### src/rtl/uart_pkg.sv
// Shared UART constants and TX state encoding, used by both the TX and RX sides.
package uart_pkg;

   localparam int UART_DBIT    = 8;
   localparam int UART_OS      = 16;
   localparam int UART_SB_TICK = 16;
   localparam int UART_DVSR    = 163;

   typedef enum logic [2:0] {
      ST_IDLE   = 3'd0,
      ST_START  = 3'd1,
      ST_DATA   = 3'd2,
      ST_PARITY = 3'd3,
      ST_STOP   = 3'd4
   } uart_state_t;

   // Width of a counter that has to hold values 0..max_val-1.
   function automatic int cnt_width(input int max_val);
      return (max_val > 1) ? $clog2(max_val) : 1;
   endfunction

endpackage

### src/rtl/uart_baud_tick.sv
// Free-running oversampling tick generator: one-clock pulse every DVSR clocks.
module uart_baud_tick
   import uart_pkg::*;
#(
   parameter int DVSR = UART_DVSR
) (
   input  logic i_clk,
   input  logic i_reset_n,
   output logic o_tick
);

   localparam int            CW   = cnt_width(DVSR);
   localparam logic [CW-1:0] LAST = CW'(DVSR - 1);

   logic [CW-1:0] cnt;

   always_ff @(posedge i_clk or negedge i_reset_n) begin
      if (!i_reset_n)
         cnt <= '0;
      else if (cnt == LAST)
         cnt <= '0;
      else
         cnt <= cnt + CW'(1);
   end

   assign o_tick = (cnt == LAST);

endmodule

### src/rtl/uart_tx_drain.sv
// UART transmitter that drains a first-word-fall-through TX FIFO, LSB first.
// Define UART_TX_PARITY_EN to insert a parity bit between data and stop.
//
// state     | meaning
// ST_IDLE   | line high, pop and latch a word as soon as the FIFO is non-empty
// ST_START  | line low for OS ticks (first bit may be up to one tick short)
// ST_DATA   | shreg[0] on the line, DBIT bits of OS ticks each
// ST_PARITY | latched parity bit for OS ticks (parity build only)
// ST_STOP   | line high for SB_TICK ticks, then done pulse and back to idle
module uart_tx_drain
   import uart_pkg::*;
#(
   parameter int DBIT    = UART_DBIT,
   parameter int SB_TICK = UART_SB_TICK,
   parameter int OS      = UART_OS,
   parameter int DVSR    = UART_DVSR
`ifdef UART_TX_PARITY_EN
   ,
   parameter bit PARITY_ODD = 1'b0
`endif
) (
   input  logic            i_clk,
   input  logic            i_reset_n,
   input  logic            i_fifo_empty,
   input  logic [DBIT-1:0] i_fifo_data,
   output logic            o_fifo_rd,
   output logic            o_tx,
   output logic            o_busy,
   output logic            o_tx_done_tick
);

   localparam int            SMAX        = (OS > SB_TICK) ? OS : SB_TICK;
   localparam int            SW          = cnt_width(SMAX);
   localparam int            NW          = cnt_width(DBIT);
   localparam logic [SW-1:0] S_BIT_LAST  = SW'(OS - 1);
   localparam logic [SW-1:0] S_STOP_LAST = SW'(SB_TICK - 1);
   localparam logic [NW-1:0] N_LAST      = NW'(DBIT - 1);

   uart_state_t     state;
   logic [SW-1:0]   s_cnt;
   logic [NW-1:0]   n_cnt;
   logic [DBIT-1:0] shreg;
   logic            tx_reg;
   logic            done_reg;
   logic            tick;
`ifdef UART_TX_PARITY_EN
   logic            par_reg;
`endif

   uart_baud_tick #(.DVSR(DVSR)) u_baud (
      .i_clk     (i_clk),
      .i_reset_n (i_reset_n),
      .o_tick    (tick)
   );

   // The pop is combinational so the FIFO advances on the same edge we latch its head.
   assign o_fifo_rd      = (state == ST_IDLE) && !i_fifo_empty;
   assign o_busy         = (state != ST_IDLE);
   assign o_tx           = tx_reg;
   assign o_tx_done_tick = done_reg;

   always_ff @(posedge i_clk or negedge i_reset_n) begin
      if (!i_reset_n) begin
         state    <= ST_IDLE;
         s_cnt    <= '0;
         n_cnt    <= '0;
         shreg    <= '0;
         tx_reg   <= 1'b1;
         done_reg <= 1'b0;
`ifdef UART_TX_PARITY_EN
         par_reg  <= 1'b0;
`endif
      end else begin
         done_reg <= 1'b0;
         case (state)
            ST_IDLE: begin
               if (!i_fifo_empty) begin
                  shreg  <= i_fifo_data;
`ifdef UART_TX_PARITY_EN
                  par_reg <= (^i_fifo_data) ^ PARITY_ODD;
`endif
                  s_cnt  <= '0;
                  tx_reg <= 1'b0;
                  state  <= ST_START;
               end
            end
            ST_START: begin
               if (tick) begin
                  if (s_cnt == S_BIT_LAST) begin
                     s_cnt  <= '0;
                     n_cnt  <= '0;
                     tx_reg <= shreg[0];
                     state  <= ST_DATA;
                  end else begin
                     s_cnt <= s_cnt + SW'(1);
                  end
               end
            end
            ST_DATA: begin
               if (tick) begin
                  if (s_cnt == S_BIT_LAST) begin
                     s_cnt <= '0;
                     shreg <= shreg >> 1;
                     if (n_cnt == N_LAST) begin
`ifdef UART_TX_PARITY_EN
                        tx_reg <= par_reg;
                        state  <= ST_PARITY;
`else
                        tx_reg <= 1'b1;
                        state  <= ST_STOP;
`endif
                     end else begin
                        n_cnt  <= n_cnt + NW'(1);
                        tx_reg <= shreg[1];
                     end
                  end else begin
                     s_cnt <= s_cnt + SW'(1);
                  end
               end
            end
`ifdef UART_TX_PARITY_EN
            ST_PARITY: begin
               if (tick) begin
                  if (s_cnt == S_BIT_LAST) begin
                     s_cnt  <= '0;
                     tx_reg <= 1'b1;
                     state  <= ST_STOP;
                  end else begin
                     s_cnt <= s_cnt + SW'(1);
                  end
               end
            end
`endif
            ST_STOP: begin
               if (tick) begin
                  if (s_cnt == S_STOP_LAST) begin
                     s_cnt    <= '0;
                     done_reg <= 1'b1;
                     state    <= ST_IDLE;
                  end else begin
                     s_cnt <= s_cnt + SW'(1);
                  end
               end
            end
            default: begin
               tx_reg <= 1'b1;
               state  <= ST_IDLE;
            end
         endcase
      end
   end

endmodule

### config.mk
export PLATFORM = sky130hd
export DESIGN_NAME = uart_tx_drain
export DESIGN_NICKNAME = d
export VERILOG_FILES = /design/src/rtl/uart_pkg.sv /design/src/rtl/uart_baud_tick.sv /design/src/rtl/uart_tx_drain.sv
export SDC_FILE = /design/constraint.sdc
export NUM_CORES = 1
export LEC_CHECK = 0
export ABC_AREA = 1
export BUFFER_PORTS_ARGS = -buffer_cell sky130_fd_sc_hd__buf_4
export CORE_UTILIZATION = 46
export CTS_CLUSTER_DIAMETER = 80
export DETAILED_ROUTE_END_ITERATION = 12
export HOLD_SLACK_MARGIN = 0.08
export PLACE_DENSITY_LB_ADDON = 0.05
export SLEW_MARGIN = 20
export SYNTH_ARGS = -nofsm -noshare
export SYNTH_HDL_FRONTEND = slang
export SYNTH_SLANG_ARGS = --single-unit
### constraint.sdc
create_clock -name i_clk -period 2.53 [get_ports i_clk]
set_input_delay 0.253 -clock i_clk [delete_from_list [all_inputs] [get_ports i_clk]]
set_output_delay 0.253 -clock i_clk [all_outputs]
set_load 0.005 [all_outputs]
### After elaboration in Yosys (flattened, before gate mapping)

Index checks and enable logic that the tools add are counted.

* input bits: 11
* output and inout port bits: 4
* logic and storage cells: 72
* register bits after elaboration: 28

* muxes and demuxes: 32
* bitwise gates (word level): 1
* equal/unequal tests: 16
* add/subtract/negate cells: 3
* reductions and logical operators: 13

Operator list (number)
* two-way mux 3 bit: 11
* two-way mux 8 bit: 4
* inequality test 2 bit (second input constant): 9
* case mux 8 bit (2 select lines): 1
* two-way mux 4 bit: 3
* case mux 3 bit (4 select lines): 1
* AND reduction 6 bit: 2
* two-way mux 1 bit: 9
* adder 8 x 1 -> 8 bit (second input constant): 1
* == test 8 bit (second input constant): 1
* case mux 4 bit (2 select lines): 1
* AND reduction 8 bit: 1
* == test 3 bit (second input constant): 2
* case mux 3 bit (2 select lines): 1
* nonzero test 2 bit: 3
* adder 4 x 1 -> 4 bit (second input constant): 1
* == test 4 bit (second input constant): 1
* case mux 1 bit (4 select lines): 1
* AND reduction 4 bit: 1
* adder 3 x 1 -> 3 bit (second input constant): 1
* == test 3 x 1 -> 1 bit (second input constant): 1
* == test 3 x 2 -> 1 bit (second input constant): 1
* logical NOT 3 bit: 1
* AND reduction 3 bit: 1
* 6 further kinds: 6

### Longest topological paths before layout

* word-level depth: 5
* gate-level depth with buffers: 10
* depth with buffers taken out: 10

### By module

A second synthesis with hierarchy kept.

* cells, all modules: 213
* area, all modules: 1672.9 µm²

Modules (own cells, without submodules)
* uart_tx_drain: sequential area each 501.7 µm², instances 1, cells an instance 164, area an instance 1253.7 µm²
* uart_baud_tick: sequential area each 200.2 µm², instances 1, cells an instance 49, area an instance 419.2 µm²

### Worst setup path before layout

No wires, ideal clock.

* path type: flip-flop to flip-flop
* from: register u_baud.cnt[0]
* to: register shreg[1]
* library setup time: 0.123 ns
* data required time: 2.407 ns
* clock period less this slack: 1.467 ns
* path buffers: 1
* stages on the path, launching flop included: 11
* arrival time: 1.344 ns
* slack: 1.063 ns
* path through: dfrtp_1 inv_1 ha_1 nand2_1 nor2_1 nand2_2 nand2_1 nand3_2 buf_6 nand2_1 o21ai_1

* cells in the longest elaborated chain, start to end: 3

Ends and longest elaborated chain
* from (decl): RTL line uart_baud_tick.sv:15 `logic [CW-1:0] cnt;`
* from (signal assigned): RTL line uart_baud_tick.sv:23 `cnt <= cnt + CW'(1);`
* == test 8 bit: RTL line uart_baud_tick.sv:26 `assign o_tick = (cnt == LAST);`
* inequality test 2 bit (no source line)
* AND reduction 4 bit (no source line)
* to (signal assigned): RTL line uart_tx_drain.sv:78 `shreg <= i_fifo_data;`
* to (signal assigned): RTL line uart_tx_drain.sv:103 `shreg <= shreg >> 1;`
* to (decl): RTL line uart_tx_drain.sv:42 `logic [DBIT-1:0] shreg;`

No other way between the ends.
A chain may end at the register's enable or synchronous reset.

### Worst setup path after layout

* from: register state[0]
* to: output port o_fifo_rd

* cells in the longest elaborated chain, start to end: 2

Ends and longest elaborated chain
* from (decl): RTL line uart_tx_drain.sv:39 `uart_state_t state;`
* from (signal assigned): RTL line uart_tx_drain.sv:64 `state <= ST_IDLE;`
* from (signal assigned): RTL line uart_tx_drain.sv:84 `state <= ST_START;`
* from (signal assigned): RTL line uart_tx_drain.sv:93 `state <= ST_DATA;`
* logical NOT 3 bit: RTL line uart_tx_drain.sv:57 `assign o_fifo_rd = (state == ST_IDLE) && !i_fifo_empty;`
* logical AND 1 bit: RTL line uart_tx_drain.sv:57
* to (decl): RTL line uart_tx_drain.sv:26 `output logic o_fifo_rd,`

No other way between the ends.

==> flow_summary.yaml <==
hold_path:
  min_path_type: "in -> reg"
logic_synthesis:
  yosysUniqueCellTypes: 25
  synth.avg_cell_area_um2: 8.51
  syn_area_um2: 1510
  synth.area.top_cells: "dfrtp_1 (45%), nand2_1 (11%), inv_1 (4.5%)"
  synth_edf_count: 0
  synthCells: 178
  ys.warnings.count: 0
  synth_top_cells_by_count: "nand2_1 (45), dfrtp_1 (27), inv_1 (18)"
  synth_fp_nets: 194
  synth_top_area_frac: 0.446
  async_reset_ff_frac: 1.00
  seq_area_frac_synth: 0.464
  ys_seq_elements: 28
  synth_top_flop_cell: "dfrtp_1"
  synth_most_common_cell: "nand2_1"
  yosysTopAreaCell: "dfrtp_1"
finish:
  final_area_um2: 1710
  area_growth_pct: 13.2
  num-fill-cells: 292
  seqCellArea_um2: 702
  final_core_util: 0.557
  layout-drive-gt1-share: 0.205
  fin_nets: 212
  multi_input_area_um2: 703
  diodes: 0
clocking:
  clkTransAtPathRegs_ns: 0.16
  cts_root_buf: "clkbuf_4"
  clock_path_buffers: 2
  cts_tree: "built"
  htreeDepth: 1
  postCtsResizedCells: 0
  clk_latency_ns: 0.33
  holdBufCountCts: 1
  cts_buffers: 3
  post_cts_buffers: 0
  cts_sinks: 28
critical_path:
  cp.arrival_ns: 1.42
  crit_top_cell: "nor2_2"
  required_ns: 2.28
  cp_slowest_cell: "dfrtp_1"
  path_cells: "nor2_2 > inv_2 > nor2_2 > inv_1 > nor2_1 > buf_4"
  crit_path_max_fanout: 4
  cpPeakStageDelay_ns: 0.46
  crit_type: "reg -> out"
  endpoint_kind: "output port"
  cp-start-kind: "flip-flop"
drt:
  drtIter0Drc: 46
  wl_per_cell_um: 10.5
  drt_pass1_iterations: 4
  totalWireLength_um: 2500
  vias: 1140
  drt_drc_violations_left: 0
  postRouteAntennaNets: 0
  viasPerCell: 4.77
floorplanning:
  die_y_um: 59.4
  rows: 20
  io-pin-count: 15
  initial_core_util: 0.492
  core_region_area_um2: 3080
  die_w_um: 59.4
  dieArea_um2: 3520
timing:
  worst_pin_slew_ns: 0.348
  finalClockSkew_ns: 0.00633
  post-route-period-util: 0.661
  hold_violations: 0
  fmax_ghz: 0.598
  fin_setup_tns_ns: 0
  fin_hold_ws_ns: 0.169
  maxSlewViolCount: 0
  setup_viol: 0
  rsz0062_at_grt: "false"
  min_period_ns: 1.67
  max_slew_margin: 0.768
pwr:
  switching_share: 0.395
  power.leakage_nw: 0.927
  switchingPower_w: 0.000638
  combPwrFrac: 0.424
  irDropWorstVdd_v: 0.000512
  seqPwrFrac: 0.393
  clkPwrFrac: 0.183
  powerDensity_nw_per_um2: 941
  internal_power_w: 0.000976
global_routing:
  grt_use_total: 0.165
  antenna_found_initial: 0
  overflow: 0
  grt_pass1_wl_um: 4400
  grt_pass1_vias: 1049
  grt_start_max_net_pins: 29
placement:
  portBuffers: 14
  gp_congestion: 0.810
  dp_hpwl_um: 1870
  place_area_um2: 1650
outcome:
  status: "complete, no violations"
flow_run:
  cap_violations: 0
-- cells in the final DEF, fill, tap and decap left out, types with 3 or more instances in the layout --
cell	count
dfrtp_1	27
nand2_1	45
clkbuf_4	3
nand2_2	7
nor2_1	14
nand3_1	8
mux2i_1	6
nor3_1	3
inv_2	5
ha_1	5
o21ai_0	5
inv_1	18
nand3b_1	3
o21ai_2	3
o21ai_1	10
buf_4	14
xor2_1	5
-- critical path: cells and delay by family, from the launching register on --
family                 cells  cell delay (ns)
AND/OR/NAND/NOR            3             0.38
flip-flops                 1             0.46
buffers and inverters      3             0.25
-- sequential cells by signal, indices dropped and copies added, names as in the netlist --
register and cells:
u_baud.cnt 8, n_cnt 3, state 3, o_tx_done_tick 1, o_tx 1, shreg 8
s_cnt 4
-- final timing paths --
| check | slack [ns] | cells after the start | to | start |
|---|---|---|---|---|
| setup / recovery | 0.86 | 6 | o_fifo_rd | state[0] |
| hold / removal | 0.17 | 3 | shreg[7] | i_fifo_data[7] |
| setup reg to reg | 0.86 | 9 | shreg[5] | u_baud.cnt[0] |
| hold reg to reg | 0.49 | 1 | u_baud.cnt[0] | u_baud.cnt[0] |
| max in group asynchronous | 1.87 | 2 | o_tx | i_reset_n |
| min in group asynchronous | 0.35 | 2 | u_baud.cnt[5] | i_reset_n |
-- cell type report --
cell class,instances,share of cell area
tap,44,0.0321
inverter,23,0.0504
multi-input combinational,125,0.410
timing repair buffer,15,0.0672
sequential,28,0.409
clock buffer,3,0.0131
clock inverter,1,0.0175
-- cells by family after synthesis --
group	count (synthesis)	share of synthesized area
and+or+nand+nor	87	0.271
AOI/OAI and AO/OA	22	0.0835
muxes	6	0.0397
xor gates and xnor gates	5	0.0289
buffers and inverters	25	0.0719
DFF	28	0.464
adders and majority gates	5	0.0413
-- power groups by stage --
stage          registers [W]  logic (W)  clock network (W)
4_1_cts             0.000635   0.000688           0.000313
6_report            0.000634   0.000684           0.000296
3_3_place_gp        0.000641   0.000669                  0
2_1_floorplan       0.000624   0.000570                  0
5_1_grt             0.000648   0.000773           0.000329
3_5_place_dp        0.000643   0.000684                  0
-- layer usage --
metal  up-vias  global-route usage  share of wire
met5         -                   0              0
met2        15               0.281           0.48
li1        601                   -              -
met3         2              0.0197          0.025
met1       522               0.209           0.49
met4         0              0.0714         0.0080
-- stage by stage --
stage / setup WS, ns / instances / power, W
after global placement: 0.931 / 234 / 0.00131
after floorplan: 1.06 / 178 / 0.00119
after CTS: 0.841 / 239 / 0.00164
final: 0.858 / 239 / 0.00161
after global routing: 0.654 / 239 / 0.00175
after detailed placement: 0.863 / 234 / 0.00133
Power figures use the tool's default switching activity.
